`config.mk`:
```
export PLATFORM = sky130hd
export DESIGN_NAME = ecc_secded_codec
export DESIGN_NICKNAME = d
export VERILOG_FILES = /design/src/rtl/ecc_secded_codec.sv
export SDC_FILE = /design/constraint.sdc
export NUM_CORES = 1
export LEC_CHECK = 0
export BUFFER_PORTS_ARGS = -buffer_cell sky130_fd_sc_hd__buf_2
export CORE_MARGIN = 2
export CORE_UTILIZATION = 58
export DETAILED_ROUTE_END_ITERATION = 10
export PLACE_DENSITY_LB_ADDON = 0.25
export SKIP_LAST_GASP = 1
export SYNTH_ARGS = -nofsm -noshare
export SYNTH_HDL_FRONTEND = slang
export SYNTH_SLANG_ARGS = --single-unit
```
`constraint.sdc`:
```
create_clock -name clk -period 5.5 [get_ports clk]
set_clock_uncertainty 0.2 [all_clocks]
set_input_delay 0 -clock clk [delete_from_list [all_inputs] [get_ports clk]]
set_output_delay 0 -clock clk [all_outputs]
set_load 0.01 [all_outputs]
```
`src/rtl/ecc_secded_codec.sv`:
```
// Pipelined Hamming SECDED codec: a one-stage encoder and a two-stage
// decoder (syndrome/parity, then classify/correct), each with a valid/ready
// handshake, plus saturating corrected/uncorrectable error counters.
module ecc_secded_codec #(
    parameter  int DATA_W = 8,
    parameter  int CNT_W  = 16,
    localparam int P      = $clog2(DATA_W + $clog2(DATA_W) + 1),
    localparam int CW_W   = DATA_W + P + 1,
    localparam int POS_W  = $clog2(CW_W)
) (
    input  logic              clk,
    input  logic              rst_n,
    input  logic              enc_valid_i,
    output logic              enc_ready_o,
    input  logic [DATA_W-1:0] enc_data_i,
    output logic              enc_valid_o,
    input  logic              enc_ready_i,
    output logic [CW_W-1:0]   enc_code_o,
    input  logic              dec_valid_i,
    output logic              dec_ready_o,
    input  logic [CW_W-1:0]   dec_code_i,
    output logic              dec_valid_o,
    input  logic              dec_ready_i,
    output logic [DATA_W-1:0] dec_data_o,
    output logic              dec_sbe_o,
    output logic              dec_dbe_o,
    output logic [POS_W-1:0]  dec_err_pos_o,
    input  logic              cnt_clr_i,
    output logic [CNT_W-1:0]  sbe_cnt_o,
    output logic [CNT_W-1:0]  dbe_cnt_o
);

    localparam logic [P:0]       CW_LIM  = (P + 1)'(CW_W);
    localparam logic [CW_W-1:0]  CW_ONE  = {{(CW_W - 1){1'b0}}, 1'b1};
    localparam logic [CNT_W-1:0] CNT_ONE = {{(CNT_W - 1){1'b0}}, 1'b1};
    localparam logic [CNT_W-1:0] CNT_MAX = {CNT_W{1'b1}};

    // Power-of-two Hamming positions hold check bits; the rest hold data.
    function automatic logic is_check_pos(input int pos);
        return ((pos & (pos - 1)) == 0);
    endfunction

    // Data into ascending non-check positions, check bits, then overall parity in bit 0.
    function automatic logic [CW_W-1:0] hamming_encode(input logic [DATA_W-1:0] data);
        logic [CW_W-1:0] cw;
        int              di;
        cw = '0;
        di = 0;
        for (int pos = 1; pos < CW_W; pos++) begin
            if (!is_check_pos(pos)) begin
                cw[pos] = data[di];
                di      = di + 1;
            end
        end
        for (int k = 0; k < P; k++) begin
            for (int pos = 1; pos < CW_W; pos++) begin
                if (((pos & (1 << k)) != 0) && !is_check_pos(pos)) begin
                    cw[1 << k] = cw[1 << k] ^ cw[pos];
                end
            end
        end
        cw[0] = ^cw[CW_W-1:1];
        return cw;
    endfunction

    // XOR of the addresses of every set bit in positions 1..CW_W-1.
    function automatic logic [P-1:0] hamming_syndrome(input logic [CW_W-1:0] cw);
        logic [P-1:0] syn;
        syn = '0;
        for (int pos = 1; pos < CW_W; pos++) begin
            if (cw[pos]) begin
                syn = syn ^ P'(pos);
            end
        end
        return syn;
    endfunction

    // Pull the data bits back out of the non-check positions.
    function automatic logic [DATA_W-1:0] hamming_extract(input logic [CW_W-1:0] cw);
        logic [DATA_W-1:0] data;
        int                di;
        data = '0;
        di   = 0;
        for (int pos = 1; pos < CW_W; pos++) begin
            if (!is_check_pos(pos)) begin
                data[di] = cw[pos];
                di       = di + 1;
            end
        end
        return data;
    endfunction

    logic              enc_valid_q;
    logic [CW_W-1:0]   enc_code_q, enc_code_d;
    logic              s1_valid_q;
    logic [P-1:0]      s1_syn_q, s1_syn_d;
    logic              s1_par_q, s1_par_d;
    logic [CW_W-1:0]   s1_code_q;
    logic              dec_valid_q;
    logic [DATA_W-1:0] dec_data_q, dec_data_d;
    logic              dec_sbe_q, dec_sbe_d;
    logic              dec_dbe_q, dec_dbe_d;
    logic [POS_W-1:0]  dec_pos_q, dec_pos_d;
    logic [CNT_W-1:0]  sbe_cnt_q, sbe_cnt_d;
    logic [CNT_W-1:0]  dbe_cnt_q, dbe_cnt_d;
    logic              enc_load_s, s1_load_s, s2_accept_s, dec_xfer_s;

    assign enc_ready_o   = !enc_valid_q || enc_ready_i;
    assign enc_load_s    = enc_valid_i && enc_ready_o;
    assign s2_accept_s   = !dec_valid_q || dec_ready_i;
    assign dec_ready_o   = !s1_valid_q || s2_accept_s;
    assign s1_load_s     = dec_valid_i && dec_ready_o;
    assign dec_xfer_s    = dec_valid_q && dec_ready_i;

    assign enc_valid_o   = enc_valid_q;
    assign enc_code_o    = enc_code_q;
    assign dec_valid_o   = dec_valid_q;
    assign dec_data_o    = dec_data_q;
    assign dec_sbe_o     = dec_sbe_q;
    assign dec_dbe_o     = dec_dbe_q;
    assign dec_err_pos_o = dec_pos_q;
    assign sbe_cnt_o     = sbe_cnt_q;
    assign dbe_cnt_o     = dbe_cnt_q;

    // Encoder and decode stage-1 next values straight from the inputs.
    always_comb begin
        enc_code_d = hamming_encode(enc_data_i);
        s1_syn_d   = hamming_syndrome(dec_code_i);
        s1_par_d   = ^dec_code_i;
    end

    // Stage-2 classification: clean, correctable (E=1, S in range) or uncorrectable.
    always_comb begin
        dec_data_d = hamming_extract(s1_code_q);
        dec_sbe_d  = 1'b0;
        dec_dbe_d  = 1'b0;
        dec_pos_d  = '0;
        if (s1_par_q) begin
            if ({1'b0, s1_syn_q} >= CW_LIM) begin
                dec_dbe_d = 1'b1;
            end else begin
                dec_data_d = hamming_extract(s1_code_q ^ (CW_ONE << s1_syn_q));
                dec_sbe_d  = 1'b1;
                dec_pos_d  = POS_W'(s1_syn_q);
            end
        end else if (s1_syn_q != '0) begin
            dec_dbe_d = 1'b1;
        end else begin
            dec_dbe_d = 1'b0;
        end
    end

    // Saturating counters; clear wins over a same-cycle increment.
    always_comb begin
        sbe_cnt_d = sbe_cnt_q;
        dbe_cnt_d = dbe_cnt_q;
        if (cnt_clr_i) begin
            sbe_cnt_d = '0;
            dbe_cnt_d = '0;
        end else begin
            if (dec_xfer_s && dec_sbe_q && (sbe_cnt_q != CNT_MAX)) begin
                sbe_cnt_d = sbe_cnt_q + CNT_ONE;
            end else begin
                sbe_cnt_d = sbe_cnt_q;
            end
            if (dec_xfer_s && dec_dbe_q && (dbe_cnt_q != CNT_MAX)) begin
                dbe_cnt_d = dbe_cnt_q + CNT_ONE;
            end else begin
                dbe_cnt_d = dbe_cnt_q;
            end
        end
    end

    // Encode output stage: load on accept, drop valid once consumed.
    always_ff @(posedge clk or negedge rst_n) begin
        if (!rst_n) begin
            enc_valid_q <= 1'b0;
            enc_code_q  <= '0;
        end else if (enc_load_s) begin
            enc_valid_q <= 1'b1;
            enc_code_q  <= enc_code_d;
        end else if (enc_ready_i) begin
            enc_valid_q <= 1'b0;
        end
    end

    // Decode stage 1: capture syndrome, overall parity and raw codeword.
    always_ff @(posedge clk or negedge rst_n) begin
        if (!rst_n) begin
            s1_valid_q <= 1'b0;
            s1_syn_q   <= '0;
            s1_par_q   <= 1'b0;
            s1_code_q  <= '0;
        end else if (s1_load_s) begin
            s1_valid_q <= 1'b1;
            s1_syn_q   <= s1_syn_d;
            s1_par_q   <= s1_par_d;
            s1_code_q  <= dec_code_i;
        end else if (s2_accept_s) begin
            s1_valid_q <= 1'b0;
        end
    end

    // Decode stage 2: result register, advances whenever it can accept.
    always_ff @(posedge clk or negedge rst_n) begin
        if (!rst_n) begin
            dec_valid_q <= 1'b0;
            dec_data_q  <= '0;
            dec_sbe_q   <= 1'b0;
            dec_dbe_q   <= 1'b0;
            dec_pos_q   <= '0;
        end else if (s2_accept_s) begin
            dec_valid_q <= s1_valid_q;
            if (s1_valid_q) begin
                dec_data_q <= dec_data_d;
                dec_sbe_q  <= dec_sbe_d;
                dec_dbe_q  <= dec_dbe_d;
                dec_pos_q  <= dec_pos_d;
            end
        end
    end

    // Error counter registers.
    always_ff @(posedge clk or negedge rst_n) begin
        if (!rst_n) begin
            sbe_cnt_q <= '0;
            dbe_cnt_q <= '0;
        end else begin
            sbe_cnt_q <= sbe_cnt_d;
            dbe_cnt_q <= dbe_cnt_d;
        end
    end

endmodule

```
==> impl_metrics.json <==
{
  "synth_area_um2": 3830,
  "max_freq_mhz": 449,
  "avgSynthCellArea_um2": 10.4,
  "cp.arrival_ns": 2.31,
  "rows": 29,
  "start_util": 0.600,
  "synth_ff_type": "dfrtp_1",
  "area_delta_synth_final_pct": 23.0,
  "crit_family": "simple AND/OR/NAND/NOR gates",
  "setup_tns_ns": 0,
  "critPathMaxFanout": 9,
  "gp_congestion": 0.793,
  "min_period_ns": 2.23,
  "synth_area_leader_cell": "dfrtp_1",
  "setup_violations": 0,
  "synth_cell_type_count": 43,
  "slowest_stage": "nor2_1",
  "die_h_um": 85.3,
  "antenna_found_initial": 0,
  "hold_viol_final": 0,
  "cp-start-kind": "flop",
  "maxCapViolCount": 0,
  "grt.total_usage": 0.238,
  "clock_path_buffers": 2,
  "vias": 2986,
  "yosysWarnings": 0,
  "post_cts_buffers": 0,
  "drt_iter0_drc": 161,
  "grt_max_degree": 76,
  "num_antenna_cells": 0,
  "first_global_vias": 2977,
  "crit_buf_inv": 0,
  "grt_pass1_wl_um": 13900,
  "crit_chain": "ha_1, nand3_1, nor2_1, a21oi_1, a21oi_1, a31o_2",
  "min_path_type": "input pin to flop",
  "dp_hpwl_um": 5310,
  "port_buffers": 90,
  "viasPerCell": 5.37,
  "postRouteAntennaNets": 0,
  "cts_inserted_buffers": 9,
  "syn_inst": 367,
  "cts.sinks": 75,
  "fin_nets": 504,
  "cts_hold_buffers": 23,
  "core-area_um2": 6390,
  "whs_ns": 0.0154,
  "finalCritPeriodShare": 0.405,
  "leakage_nw": 2.12,
  "clk_pin_slew_ns": 0.08,
  "synth_edf_count": 0,
  "syn_nets": 397,
  "cellPowerDensity_nw_per_um2": 311,
  "crit_top_cell": "a21oi_1",
  "ys_seq_elements": 75,
  "dpl.cell_count": 517,
  "grt-ovfl-total": 0,
  "ys_seq_area_frac": 0.490,
  "avgRoutedWirePerCell_um": 14.6,
  "routed_wl_um": 8150,
  "status": "complete, no violations",
  "cp_slowest_stage_delay_ns": 0.56,
  "die_area_um2": 7270,
  "worstMarginPinSlew_ns": 0.933,
  "critPathCaptureType": "flop",
  "r2r_setup_slack_ns": 3.27,
  "drc": 0,
  "clk_latency_ns": 0.34,
  "cp.required_ns": 5.58,
  "cts_resized": 0,
  "rsz0062_at_grt": "no",
  "fin_cells": 556,
  "ys_async_sr_fraction": 1.00,
  "ios": 91,
  "drtPass1Iterations": 4,
  "critical_path_class": "flop to flop",
  "root_buffer": "clkbuf_8",
  "chipWidth_um": 85.3,
  "synth_area_leaders": "dfrtp_1, xnor2_1, mux2_2",
  "drive_gt1_frac": 0.284,
  "cts_tree": "built",
  "synth_top_area_frac": 0.490,
  "vdd_drop_max_mv": 0.219,
  "slew_viol_final": 0,
  "htree_levels": 3,
  "slew_headroom": 0.378
}
[cells in the mapped netlist (all sizes together), types with 3 or more instances]
library cell and n:
nand4 6, a21oi 5, xnor2 51, inv 4, nor2 34, and3 6, buf 5, clkbuf 11
dfrtp 75, o21ai 26, nand2 36, nand2b 8, xor2 18, nor3 15, and4 5, o211ai 3
nand3 11, a211oi 6, mux2 19
[metal layers]
| layer | GRT usage | vias up | part of all wire |
|---|---|---|---|
| li1 | - | 1476 | - |
| met1 | 0.311 | 1422 | 0.45 |
| met2 | 0.401 | 80 | 0.49 |
| met3 | 0.0535 | 8 | 0.050 |
| met4 | 0.0649 | 0 | 0.0093 |
| met5 | 0 | - | 0 |
[worst min-delay path, delay by kind of cell]
family	cells	cell delay, ns
XOR/XNOR	3	0.38
buffers and inverters	1	0.08
AO/OA/AOI/OAI	1	0.06
[cell type report]
class	count	area, um2
Sequential cell	75	1880
Fill cell	475	1680
Clock buffer	12	155
Tap cell	77	96.3
Multi-Input combinational cell	271	1840
Clock inverter	4	48.8
Inverter	4	15.0
Timing Repair Buffer	113	683
[metrics by stage]
stage / utilization / setup WS [ns] / power (mW) / cell area (um2)
final: 0.738 / 3.27 / 1.47 / 4710
after global routing: 0.738 / 3.10 / 1.55 / 4710
after CTS: 0.738 / 3.30 / 1.47 / 4710
after detailed placement: 0.670 / 3.31 / 1.02 / 4280
after global placement: 0.670 / 3.42 / 1.01 / 4280
after floorplan: - / 3.44 / 0.901 / 3830
[report_power, final]
| group | internal, mW | switching (mW) | total, mW |
|---|---|---|---|
| combinational | 0.155 | 0.172 | 0.327 |
| sequential | 0.628 | 0.0723 | 0.700 |
| clock | 0.234 | 0.204 | 0.438 |
[registers in the layout, summed over array words and instances, names as in the netlist]
name / cells
dec_sbe_o: 1
dec_dbe_o: 1
s1_par_q: 1
enc_valid_o: 1
s1_valid_q: 1
dec_data_o: 8
dec_err_pos_o: 4
enc_code_o: 13
dec_valid_o: 1
dbe_cnt_o: 16
s1_code_q: 8
s1_syn_q: 4
sbe_cnt_o: 16
[final timing paths]
kind                            cells after the start            end     startpoint
worst max-delay path                                6  dbe_cnt_o[11]   dbe_cnt_o[0]
worst min-delay path                                5    s1_syn_q[2]  dec_code_i[4]
worst max register to register                      6  dbe_cnt_o[11]   dbe_cnt_o[0]
worst min register to register                      2  dec_data_o[2]  dec_data_o[2]
max in group asynchronous                           2  s1_code_q[10]          rst_n
min in group asynchronous                           2  sbe_cnt_o[10]          rst_n
[logic make-up after synthesis]
group | after synthesis | synth area share
DFF | 75 | 0.490
and+or+nand+nor | 130 | 0.169
muxes | 21 | 0.0611
AOI/OAI and AO/OA | 49 | 0.0853
buffers and inverters | 21 | 0.0307
adders and majority gates | 2 | 0.00653
xor gates and xnor gates | 69 | 0.158
[placed cells by master (no fill, tap or decap), drive strengths merged]
cell type    Yosys  layout
o41ai            1       1
or4              1       1
nand2           36      36
o2111ai          2       2
xor2            18      18
ha               2       2
o21ai           26      26
nand2b           8       8
or3              2       2
or3b             1       1
nand3           11      11
clkinv           0       3
and3             6       6
xnor2           51      51
or4b             1       1
bufinv           0       1
dfrtp           75      75
a22o             2       2
and2             1       1
nor3b            1       1
a211oi           6       6
a31o             1       1
or2              1       1
a21oi            5       5
a2111oi          1       1
nor3            15      15
dlygate4sd3      0      23
a31oi            2       2
nor2            34      34
nand4            6       6
and4             5       5
o211ai           3       3
buf              5      90
nand3b           1       1
clkbuf          11      12
mux2i            2       2
mux2            19      19
inv              4       4
Note: power is estimated with default switching activity, not from simulation.
